`src/rtl/prog_loader.sv`:
```
// prog_loader: host byte-stream loader and 256 x 14-bit instruction store.
// Frame: length N (0 means 256), N {HI, LO} pairs, checksum byte. Frame bytes
// including the checksum must sum to 0x00 mod 256. Until a valid image is
// present the core is held in reset. After that, inst is served
// combinationally from pc.
module prog_loader (
  input  logic        clk,
  input  logic        rst,
  input  logic [7:0]  rx_data,
  input  logic        rx_valid,
  output logic        rx_ready,
  input  logic        reload,
  input  logic [7:0]  pc,
  output logic [13:0] inst,
  output logic        core_rst,
  output logic        load_done,
  output logic        err
);

  typedef enum logic [2:0] {
    S_LEN = 3'd0,
    S_HI  = 3'd1,
    S_LO  = 3'd2,
    S_SUM = 3'd3,
    S_RUN = 3'd4,
    S_ERR = 3'd5
  } state_t;

  state_t      state_q, state_d;
  logic [7:0]  n_q, n_d;
  logic [7:0]  idx_q, idx_d;
  logic [7:0]  sum_q, sum_d;
  logic [5:0]  hi_q, hi_d;
  logic        core_rst_q, core_rst_d;
  logic        load_done_q, load_done_d;
  logic        err_q, err_d;
  logic        mem_we;
  logic        xfer;
  logic [7:0]  sum_next;
  logic [13:0] mem [256];

  assign rx_ready = (state_q == S_LEN) || (state_q == S_HI) ||
                    (state_q == S_LO)  || (state_q == S_SUM);
  assign xfer     = rx_valid && rx_ready;
  assign sum_next = sum_q + rx_data;

  // Next-state, datapath updates and registered status decodes.
  always_comb begin
    state_d = state_q;
    n_d     = n_q;
    idx_d   = idx_q;
    sum_d   = sum_q;
    hi_d    = hi_q;
    mem_we  = 1'b0;
    case (state_q)
      S_LEN: begin
        if (xfer) begin
          n_d     = rx_data;
          idx_d   = 8'd0;
          sum_d   = rx_data;
          state_d = S_HI;
        end
      end
      S_HI: begin
        if (xfer) begin
          if (rx_data[7:6] != 2'b00) begin
            state_d = S_ERR;
          end else begin
            hi_d    = rx_data[5:0];
            sum_d   = sum_next;
            state_d = S_LO;
          end
        end
      end
      S_LO: begin
        if (xfer) begin
          mem_we = 1'b1;
          sum_d  = sum_next;
          // N - 1 wraps to 255 when N = 0, giving a 256-entry image.
          if (idx_q == n_q - 8'd1) begin
            state_d = S_SUM;
          end else begin
            idx_d   = idx_q + 8'd1;
            state_d = S_HI;
          end
        end
      end
      S_SUM: begin
        if (xfer) state_d = (sum_next == 8'd0) ? S_RUN : S_ERR;
      end
      S_RUN, S_ERR: begin
        if (reload) state_d = S_LEN;
      end
      default: state_d = S_LEN;
    endcase
    core_rst_d  = (state_d != S_RUN);
    load_done_d = (state_d == S_RUN);
    err_d       = (state_d == S_ERR);
  end

  // State and status registers; synchronous reset wins over everything.
  always_ff @(posedge clk) begin
    if (rst) begin
      state_q     <= S_LEN;
      n_q         <= 8'd0;
      idx_q       <= 8'd0;
      sum_q       <= 8'd0;
      hi_q        <= 6'd0;
      core_rst_q  <= 1'b1;
      load_done_q <= 1'b0;
      err_q       <= 1'b0;
    end else begin
      state_q     <= state_d;
      n_q         <= n_d;
      idx_q       <= idx_d;
      sum_q       <= sum_d;
      hi_q        <= hi_d;
      core_rst_q  <= core_rst_d;
      load_done_q <= load_done_d;
      err_q       <= err_d;
    end
  end

  // Instruction store write; never cleared, stale entries are masked on read.
  always_ff @(posedge clk) begin
    if (mem_we && !rst) mem[idx_q] <= {hi_q, rx_data};
  end

  assign core_rst  = core_rst_q;
  assign load_done = load_done_q;
  assign err       = err_q;

  // Read port: only valid image entries are visible, and only in RUN.
  assign inst = ((state_q == S_RUN) && ((n_q == 8'd0) || (pc < n_q))) ? mem[pc] : 14'h0000;

endmodule

```
`config.mk`:
```
export PLATFORM = sky130hd
export DESIGN_NAME = prog_loader
export DESIGN_NICKNAME = d
export VERILOG_FILES = /design/src/rtl/prog_loader.sv
export SDC_FILE = /design/constraint.sdc
export NUM_CORES = 2
export LEC_CHECK = 0
export CORE_ASPECT_RATIO = 1.25
export CORE_MARGIN = 3
export CORE_UTILIZATION = 65
export DETAILED_ROUTE_END_ITERATION = 6
export HOLD_SLACK_MARGIN = 0.05
export PLACE_DENSITY_LB_ADDON = 0.05
export SETUP_SLACK_MARGIN = 0.15
export SLEW_MARGIN = 10
export SYNTH_ARGS = -nofsm -noshare
export SYNTH_HDL_FRONTEND = slang
export SYNTH_SLANG_ARGS = --single-unit
```
`constraint.sdc`:
```
create_clock -name clk -period 10.5 [get_ports clk]
set_input_delay 3.15 -clock clk [delete_from_list [all_inputs] [get_ports clk]]
set_output_delay 3.15 -clock clk [all_outputs]
set_load 0.02 [all_outputs]
```
==> impl_metrics.toml <==
[die]
dieArea_um2 = 224000
initial_core_util_pct = 65.4
dieWidth_um = 424
num_io_pins = 38
num_rows = 191
die-height_um = 528
core_region_area_um2 = 217000

[worst_setup_path]
path_depth = 12
cp_top_family = "simple AND/OR/NAND/NOR gates"
worstPathMaxFanout = 30
cp_slowest_stage_delay_ns = 0.79
critical_path_required_ns = 7.35
r2r_start = "state_q[2]$_SDFF_PP0_"
r2r-end = "mem[217][7]$_DFFE_PP_"
critical_path_class = "in2out"
r2r_cells = 7
critPathLaunchType = "input port"
worstPathCellList = "clkdlybuf4s50_1, ha_1, nand2_1, a2bb2oi_1, o31ai_1, buf_4, o22ai_4, buf_4, nand2_1, nor4_1, nand4b_1, buf_4"
crit_buf_inv = 4
cp-end-kind = "primary output"
cp_slowest_cell = "nor4_1"
crit_top_cell = "buf_4"
cp_data_arrival_time_ns = 7.28
r2r_slack_ns = 5.65

[pwr]
p_leak_uw = 0.0531
p_clk_share_pct = 40.7
ir_worst_vdd_mv = 0.238
intPower_uw = 23100
switching_share_pct = 21.0
comb_power_share_pct = 5.2
power_switching_uw = 6150
powerDensity_nw_per_um2 = 184
sequentialPowerShare_pct = 54.1
p_total_uw = 29200

[drt]
drc = 0
ant_nets = 0
wl_per_cell_um = 36.6
first_pass_iters = 6
viasPerCell = 7.05
vias = 74800
drt_wl_total_um = 389000
first_iter_violations = 10800

[synth]
synth_edf_count = 3584
synth_adder_area_share_pct = 0.182
syn_inst = 6976
yosys-top-cells-area = "edfxtp_1 (76%), mux4_2 (10%), mux2i_1 (4.3%), a221oi_1 (1.1%), nor2_1 (0.98%)"
yosysSeqAreaShare_pct = 76.4
synth.ff_latch_count = 3620
async_flop_share_pct = 0
ys_types = 77
post-synth-top-area-fraction_pct = 75.9
synthSimpleGateAreaFrac_pct = 2.38
postSynthAreaPerCell_um2 = 20.3
yosysTopAreaCell = "edfxtp_1"
yosys.cell_count.top_type = "edfxtp_1"
synth_area_um2 = 142000
synthXorXnorAreaFrac_pct = 0.111
syn-num-nets = 7016
synth_mux_area_share_pct = 14.8
yosys_most_used_dff = "edfxtp_1"
yosysWarnings = 0
synth_common_cells = "edfxtp_1 (3584), mux4_2 (648), mux2i_1 (605), nor2_1 (369), clkbuf_1 (205)"
synth_top_family_by_area = "multiplexers"
synth_compound_area_share_pct = 4.24

[timing]
worst_slack_ns = 0.0711
fmax_mhz = 95.9
tightestPinTransition_ns = 1.30
fin_crit_ns = 10.43
setup_viol = 0
rsz0062_at_grt = "no"
finalMaxSlewViolations = 0
fin_skew_ns = 0.0324
fin_crit_sh_pct = 99.3
max_slew_margin_pct = 12.2
hold_violations = 0

[outcome]
status = "finished, final reports clean"

[placed_design]
gp_congestion = 0.978
port_buffers = 37
hpwl_um = 237000
dpl_cell_area_um2 = 148000
dp.cells = 10000
dp_slack_ns = -0.209

[clocking]
postCtsHoldBufs = 0
clkTransAtPathRegs_ns = 0.06
cts_made_buffers = 339
htreeDepth = 5
cts_setup_buffers = 0
cts_root_buf = "clkbuf_16"
clock_latency_ns = 0.89
cts.sinks = 3620
cts_buffer_depth = 4
cts_tree = "yes"

[worst_hold_path]
min_to = "n_q[1]$_SDFFE_PP0P_"
min-delay-start = "n_q[1]$_SDFFE_PP0P_"
min_path_cells = 2
min_path_type = "reg2reg"

[grt]
grt_usage_pct = 35.1
antenna_found_initial = 15
grt_pass1_vias = 73800
grt_max_degree = 189
grt_overflow = 0
grt_pass1_wl_um = 553000

[finish]
syn_to_final_growth_pct = 12.0
fin_area_um2 = 159000
instances_no_fill = 10600
final_util_pct = 73.3
drive_gt1_share_pct = 23.1
final_nets = 7495

[job]
maxCapViolCount = 0
through the flow:
stage          hold WS, ns  setup TNS [ns]
5_1_grt              0.516               0
6_report             0.482               0
3_3_place_gp         0.474          -0.564
4_1_cts              0.484               0
2_1_floorplan        0.459               0
3_5_place_dp         0.476          -0.395
cell families after synthesis:
logic type / after synthesis
AOI/OAI and AO/OA: 818
adders and majority gates: 20
and+or+nand+nor: 761
buffers and inverters: 458
xor gates and xnor gates: 18
DFF: 3620
muxes: 1281
final cells by class:
class / instances / area, µm²
Antenna cell: 8 / 20.0
Multi-Input combinational cell: 2899 / 31000
Clock buffer: 414 / 9000
Tap cell: 2895 / 3620
Clock inverter: 178 / 1540
Sequential cell: 3620 / 108000
Timing Repair Buffer: 574 / 5160
Fill cell: 12600 / 57900
Inverter: 21 / 93.8
layout by cell type (no fill, tap or decap), types with 40 or more instances in the layout:
| cell | instances |
|---|---|
| edfxtp_1 | 3584 |
| mux4_2 | 648 |
| mux2i_1 | 605 |
| buf_4 | 495 |
| clkbuf_16 | 350 |
| nor2_1 | 331 |
| a221oi_1 | 185 |
| o21ai_0 | 137 |
| nand2_1 | 131 |
| a21oi_1 | 124 |
| clkinv_1 | 82 |
| a221o_1 | 77 |
| nor3_1 | 73 |
| clkbuf_1 | 64 |
| buf_12 | 58 |
| clkinv_2 | 53 |
| a22oi_1 | 51 |
| nand3_1 | 40 |
timing repair:
| item | 4_1_cts | 5_1_grt |
|---|---|---|
| gates resized for setup | 3 | 1 |
| gates cloned | 0 | 1 |
| endpoints found under the setup margin | 3 | 2 |
| pin swaps | 0 | 2 |
flip-flops by register name (all words and copies together) (netlist names):
name,flops
load_done,1
err,1
hi_q,6
sum_q,8
n_q,8
core_rst,1
idx_q,8
mem,3584
state_q,3
power groups by stage:
| stage | Clock, µW | Sequential, µW | Combinational (µW) |
|---|---|---|---|
| final | 11900 | 15800 | 1520 |
| after global routing | 12600 | 15800 | 1570 |
| after CTS | 12000 | 15800 | 1500 |
| after detailed placement | 0 | 16100 | 1490 |
| after global placement | 0 | 16100 | 1470 |
| after floorplan | 0 | 16100 | 807 |
routing by layer:
layer / vias to the layer above / GRT usage [%] / share of wire [%]
met1: 39200 / 48.3 / 36
met4: 4 / 16.0 / 5.3
met5: - / 0 / 0.0069
met3: 865 / 7.47 / 11
li1: 30000 / - / -
met2: 4703 / 55.1 / 48
worst max-delay path by stage:
stage               startpoint      end
floorplan                pc[0]  inst[1]
global placement         pc[5]  inst[7]
detailed placement       pc[5]  inst[7]
CTS                      pc[5]  inst[7]
global route             pc[5]  inst[4]
finish                   pc[5]  inst[2]
worst min-delay path, stage by stage, from the launching register on:
cell and delay [ns]:
dfxtp_1 0.33, nand2_1 0.06, a21oi_1 0.05
Note: power is estimated with default switching activity, not from simulation.
